$ cat config.mk
export PLATFORM = sky130hd
export DESIGN_NAME = trap_ctrl
export DESIGN_NICKNAME = d
export VERILOG_FILES = /design/src/rtl/trap_ctrl.sv
export SDC_FILE = /design/constraint.sdc
export NUM_CORES = 1
export LEC_CHECK = 0
export ABC_AREA = 0
export BUFFER_PORTS_ARGS = -buffer_cell sky130_fd_sc_hd__buf_2
export CAP_MARGIN = 20
export CORE_AREA = 2 2 251 253
export DETAILED_ROUTE_END_ITERATION = 12
export DIE_AREA = 0 0 253 255
export REMOVE_ABC_BUFFERS = 1
export SYNTH_ARGS = -nofsm -noshare
export SYNTH_HDL_FRONTEND = slang
export SYNTH_SLANG_ARGS = --single-unit
$ cat constraint.sdc
create_clock -name clk -period 5.7 [get_ports clk]
set_clock_uncertainty 0.1 [all_clocks]
set_input_delay 1.425 -clock clk [delete_from_list [all_inputs] [get_ports clk]]
set_output_delay 1.425 -clock clk [all_outputs]
set_load 0.02 [all_outputs]
$ cat src/rtl/trap_ctrl.sv
// Machine-mode trap sequencer: detects ecall, mret and timer interrupts, drives the
// CSR-file trap write port and redirects the PC while holding the pipeline.
module trap_ctrl #(
  parameter logic [63:0] CAUSE_ECALL = 64'd11,
  parameter logic [63:0] CAUSE_MTI   = 64'h8000_0000_0000_0007
) (
  input  logic        clk,
  input  logic        rst,
  input  logic        inst_valid_i,
  input  logic        inst_ecall_i,
  input  logic        inst_mret_i,
  input  logic [63:0] inst_pc_i,
  input  logic [63:0] next_pc_i,
  input  logic        timer_irq_i,
  input  logic [63:0] mstatus_i,
  input  logic [63:0] mtvec_i,
  input  logic [63:0] mepc_i,
  input  logic [63:0] mcause_i,
  output logic        clint_csr_wen_o,
  output logic [63:0] mstatus_o,
  output logic [63:0] mepc_o,
  output logic [63:0] mcause_o,
  output logic        hold_o,
  output logic        jump_o,
  output logic [63:0] jump_addr_o,
  output logic        busy_o
);

  typedef enum logic [1:0] {
    IDLE    = 2'd0,
    SAVE    = 2'd1,
    RESTORE = 2'd2,
    JUMP    = 2'd3
  } state_t;

  state_t      state_r;
  state_t      state_next_s;
  logic [63:0] epc_r;
  logic [63:0] cause_r;
  logic [63:0] target_r;
  logic        take_ecall_s;
  logic        take_mret_s;
  logic        take_irq_s;
  logic [63:0] vec_base_s;
  logic [63:0] trap_vec_s;

  // Trap entry: MPIE <- MIE, MIE <- 0, MPP <- M.
  function automatic logic [63:0] mstatus_trap(input logic [63:0] ms);
    logic [63:0] r;
    r        = ms;
    r[7]     = ms[3];
    r[3]     = 1'b0;
    r[12:11] = 2'b11;
    return r;
  endfunction

  // Trap return: MIE <- MPIE, MPIE <- 1, MPP stays M (only M-mode exists).
  function automatic logic [63:0] mstatus_ret(input logic [63:0] ms);
    logic [63:0] r;
    r        = ms;
    r[3]     = ms[7];
    r[7]     = 1'b1;
    r[12:11] = 2'b11;
    return r;
  endfunction

  // Trap request decode with priority ecall > mret > timer interrupt.
  always_comb begin
    take_ecall_s = inst_valid_i & inst_ecall_i;
    take_mret_s  = inst_valid_i & ~inst_ecall_i & inst_mret_i;
    take_irq_s   = inst_valid_i & ~inst_ecall_i & ~inst_mret_i & timer_irq_i & mstatus_i[3];
  end

  // Trap vector; vectored mode offsets interrupts by 4*cause, wrapping at 64 bits.
  always_comb begin
    vec_base_s = {mtvec_i[63:2], 2'b00};
    if ((mtvec_i[1:0] == 2'b01) && cause_r[63]) begin
      trap_vec_s = vec_base_s + ({1'b0, cause_r[62:0]} << 3'd2);
    end else begin
      trap_vec_s = vec_base_s;
    end
  end

  // State register plus latched return point, cause and redirect target.
  always_ff @(posedge clk or negedge rst) begin
    if (!rst) begin
      state_r  <= IDLE;
      epc_r    <= 64'd0;
      cause_r  <= 64'd0;
      target_r <= 64'd0;
    end else begin
      state_r <= state_next_s;
      case (state_r)
        IDLE: begin
          if (take_ecall_s) begin
            epc_r   <= inst_pc_i;
            cause_r <= CAUSE_ECALL;
          end else if (take_irq_s) begin
            epc_r   <= next_pc_i;
            cause_r <= CAUSE_MTI;
          end
        end
        SAVE:    target_r <= trap_vec_s;
        RESTORE: target_r <= mepc_i;
        default: target_r <= target_r;
      endcase
    end
  end

  // Next-state and output decode; every output is zero unless its state drives it.
  always_comb begin
    state_next_s    = state_r;
    clint_csr_wen_o = 1'b0;
    mstatus_o       = 64'd0;
    mepc_o          = 64'd0;
    mcause_o        = 64'd0;
    hold_o          = 1'b0;
    jump_o          = 1'b0;
    jump_addr_o     = 64'd0;
    busy_o          = 1'b0;
    case (state_r)
      IDLE: begin
        // Gated by rst so the detect-cycle hold cannot leak out during reset.
        hold_o = rst & (take_ecall_s | take_mret_s | take_irq_s);
        if (take_ecall_s | take_irq_s) begin
          state_next_s = SAVE;
        end else if (take_mret_s) begin
          state_next_s = RESTORE;
        end else begin
          state_next_s = IDLE;
        end
      end
      SAVE: begin
        clint_csr_wen_o = 1'b1;
        mstatus_o       = mstatus_trap(mstatus_i);
        mepc_o          = epc_r;
        mcause_o        = cause_r;
        hold_o          = 1'b1;
        busy_o          = 1'b1;
        state_next_s    = JUMP;
      end
      RESTORE: begin
        clint_csr_wen_o = 1'b1;
        mstatus_o       = mstatus_ret(mstatus_i);
        mepc_o          = mepc_i;
        mcause_o        = mcause_i;
        hold_o          = 1'b1;
        busy_o          = 1'b1;
        state_next_s    = JUMP;
      end
      JUMP: begin
        jump_o       = 1'b1;
        jump_addr_o  = target_r;
        hold_o       = 1'b1;
        busy_o       = 1'b1;
        state_next_s = IDLE;
      end
      default: begin
        state_next_s = IDLE;
      end
    endcase
  end

endmodule

==> results by group <==
Clock network
  • Clk sink count: 133
  • CTS clock-pin slew for the worst setup and hold paths: 70 ps
  • Htree depth: 4
  • Clock buffer count from CTS: 17
  • TritonCTS clock tree: done
  • Master cell of the clock root buffer: clkbuf_16
  • Number of gates resized after CTS: 0
  • Worst skew pair latency: 490 ps
  • Post-CTS setup-driven buffer insertion count: 0
  • Max Buffers Root-to-Sink: 2
  • Hold-fix buffer count after cts: 0

Route
  • Violation count after the first detailed-routing iteration: 780
  • Total Wirelength: 54.2 mm
  • Residual DRC: 0
  • Vias per Instance: 4.40
  • Wire length per cell after detailed routing: 21.2 um
  • Via total after detailed routing: 11200
  • DR pass1 iterations: 7
  • Remaining number of nets flagged by the antenna check after routing: 0

Critical path
  • Arrival time at the worst endpoint: 3040 ps
  • Classification of the worst setup path: reg -> out
  • Sort of element at the start of the critical path: flip-flop
  • Capturing element type of the critical path: output port
  • WP data required: 4180 ps
  • Largest fanout of any net on the critical path: 39

Synth
  • Ys async rst share: 100%
  • Share of synthesized area occupied by flip-flops and latches: 35.6%
  • Share of cell area taken by muxes after synthesis: 1.03%
  • Ys Warns: 0
  • Synthesized-area fraction occupied by and/or/nand/nor cells: 29.8%
  • Number of synthesized flops with an enable pin: 0
  • Post-synthesis area per instance: 8.19 um2
  • Most instantiated library cell after synthesis: and2_1
  • Commonest cells post-synth: and2_1, dfrtp_1, nand2_1
  • Combinational family with the most area after synthesis: simple AND/OR/NAND/NOR gates
  • Post-synth design cell area: 9360 um2
  • Area fraction of the dominant cell type after synthesis: 35.6%
  • Post-Synth Adder-Cell Area: 1.42%
  • Cell variety after synth: 54
  • Cell type contributing the most total cell area after synthesis: dfrtp_1
  • Synth Area in Compound Gates: 20.6%
  • Cell count after synthesis: 1143
  • Post-synthesis register bit count: 133
  • Most area-consuming cells after synthesis: dfrtp_1, and2_1, a222oi_1
  • Parity-gate share of the synthesized area counting xor and xnor cells: 4.49%
  • Prevailing post-synth register cell: dfrtp_1

Final layout
  • Signed area change from the synthesized netlist to the final layout: 51.1%
  • Combined flip-flop and latch cell area: 3330 um2
  • Ratio of cells with drive above 1 in the final layout: 41.9%
  • Count of filler cells inserted in the layout: 6903
  • Layout Nets: 2136
  • Final design instance area without fill: 14100 um2
  • Post-route core utilization: 22.7%
  • Multi-input gate area: 5430 um2

Pwr
  • Worst-case vdd ir drop: 0.000406 V
  • Share of total power consumed by net switching: 48.7%
  • Internal Power: 3490 uW
  • Net switching power figure: 3310 uW
  • Relative contribution of the clock network to total power: 18.4%
  • Total leakage power: 0.00709 uW
  • Total power per unit cell area: 481 nW/um2
  • Share of total power in combinational logic: 56.4%
  • Flop pwr share: 25.2%

Run status
  • Outcome: completed

Global routing
  • Global-route wire length before repair: 73.6 mm
  • Aggregate global-route resource usage: 16.2%
  • Congestion Overflow GR: 0
  • Pin count of the biggest net entering global routing: 138
  • Initial antenna violation count: 33
  • Global-route met3 utilization: 4.65%
  • Met2 layer usage reported by global route: 26.9%
  • Global routing usage on met1: 19.5%
  • Most congested layer reported by global routing: met2
  • Via count of the first global-routing pass: 10500

Hold path
  • Path class of the lowest-slack min-delay path: reg -> reg

STA
  • Fin. max-slew vios: 0
  • Min Hold Slack: 380 ps
  • Final hold violations: 0
  • Final critical-path required period: 4560 ps
  • Pin slew with the least headroom to its limit: 1100 ps
  • Max Fclk: 219 MHz
  • Share of the clock period used by the worst path after layout: 80.1%
  • Remaining max-slew budget at the tightest pin: 26.4%
  • Total negative slack: 0 ps
  • Unrepaired setup endpoints after global routing: false
  • Final setup fails: 0

Die
  • Num ports: 650
  • Die X-Extent: 253 um
  • Placeable core region: 62200 um2
  • Num rows: 92
  • Vert. Die Dim: 255 um
  • Starting density of the core: 15.1%
  • Die Outline Area: 64500 um2

Placement
  • Port Buf Inserts: 647
  • HPWL after detailed placement: 42.5 mm
  • Cell area after placement: 13500 um2
  • Global placer's final weighted congestion: 0.906

Flow run
  • Max-capacitance violation count: 0
==> cell usage in the layout (no fill, tap or decap), drive strengths merged, types with 5 or more instances in the layout <==
cell type    n
a21o         6
a21oi       42
a221o        6
a222oi      64
a22oi       53
and2       188
and3        11
and4        10
buf        669
clkbuf      18
dfrtp      133
diode        8
ha           9
inv         83
mux2         5
nand2      116
nand3       31
nand4       27
nor2        61
nor3        15
nor4        19
o21ai       79
o2bb2ai      8
xnor2       23
xor2        25
==> registers in the layout (all words and copies together) (netlist names) <==
| signal | cells |
|---|---|
| target_r | 64 |
| cause_r | 3 |
| state_r | 2 |
| epc_r | 64 |
==> cells by family after synthesis <==
group / Yosys count
XOR/XNOR: 48
multiplexers: 9
buffers and inverters: 171
adder cells (fa/ha/maj): 10
AO/OA/AOI/OAI: 271
flip-flops: 133
AND/OR/NAND/NOR: 501
==> layout make-up <==
type                            count  share of cell area (%)
Antenna cell                        8                   0.142
Clock buffer                       18                    3.11
Clock inverter                     14                    1.35
Inverter                           76                    2.04
Multi-Input combinational cell    839                    38.4
Sequential cell                   133                    23.5
Tap cell                          799                    7.07
Timing Repair Buffer              669                    24.4
==> through the flow <==
step	setup WS, ps	power [uW]	std cells
2_1_floorplan	-1380	4020	1048
3_3_place_gp	1400	5560	2515
3_5_place_dp	1370	5600	2515
4_1_cts	1070	6900	2547
5_1_grt	878	7350	2553
6_report	1140	6800	2556
==> final timing paths <==
path | start | to | slack [ps] | cells past startpoint
worst max-delay path | state_r[1] | mstatus_o[21] | 1140 | 7
worst min-delay path | target_r[22] | target_r[22] | 380 | 1
worst max register to register | state_r[0] | target_r[29] | 2260 | 8
worst min register to register | target_r[22] | target_r[22] | 380 | 1
max in group asynchronous | rst | target_r[58] | 3520 | 2
min in group asynchronous | rst | target_r[56] | 760 | 1
==> power by group through the flow <==
stage	Clock (uW)	Sequential (uW)	Combinational (uW)
after global routing	1330	1760	4250
after detailed placement	0	1710	3890
after floorplan	0	1620	2400
after CTS	1300	1700	3900
final	1250	1710	3830
after global placement	0	1710	3850
==> per-layer routing <==
| metal | up-vias | part of all wire [%] |
|---|---|---|
| met1 | 5325 | 41 |
| met4 | 14 | 3.2 |
| li1 | 5260 | - |
| met5 | - | 0.15 |
| met2 | 550 | 48 |
| met3 | 92 | 7.6 |
==> critical path: stages (launching register included) <==
cell and delay [ps]:
dfrtp_1 430, inv_1 180, ha_4 500, nor2_1 120, nor2_2 550, buf_4 380
and2_1 190, buf_2 170
Note: power is estimated with default switching activity, not from simulation.
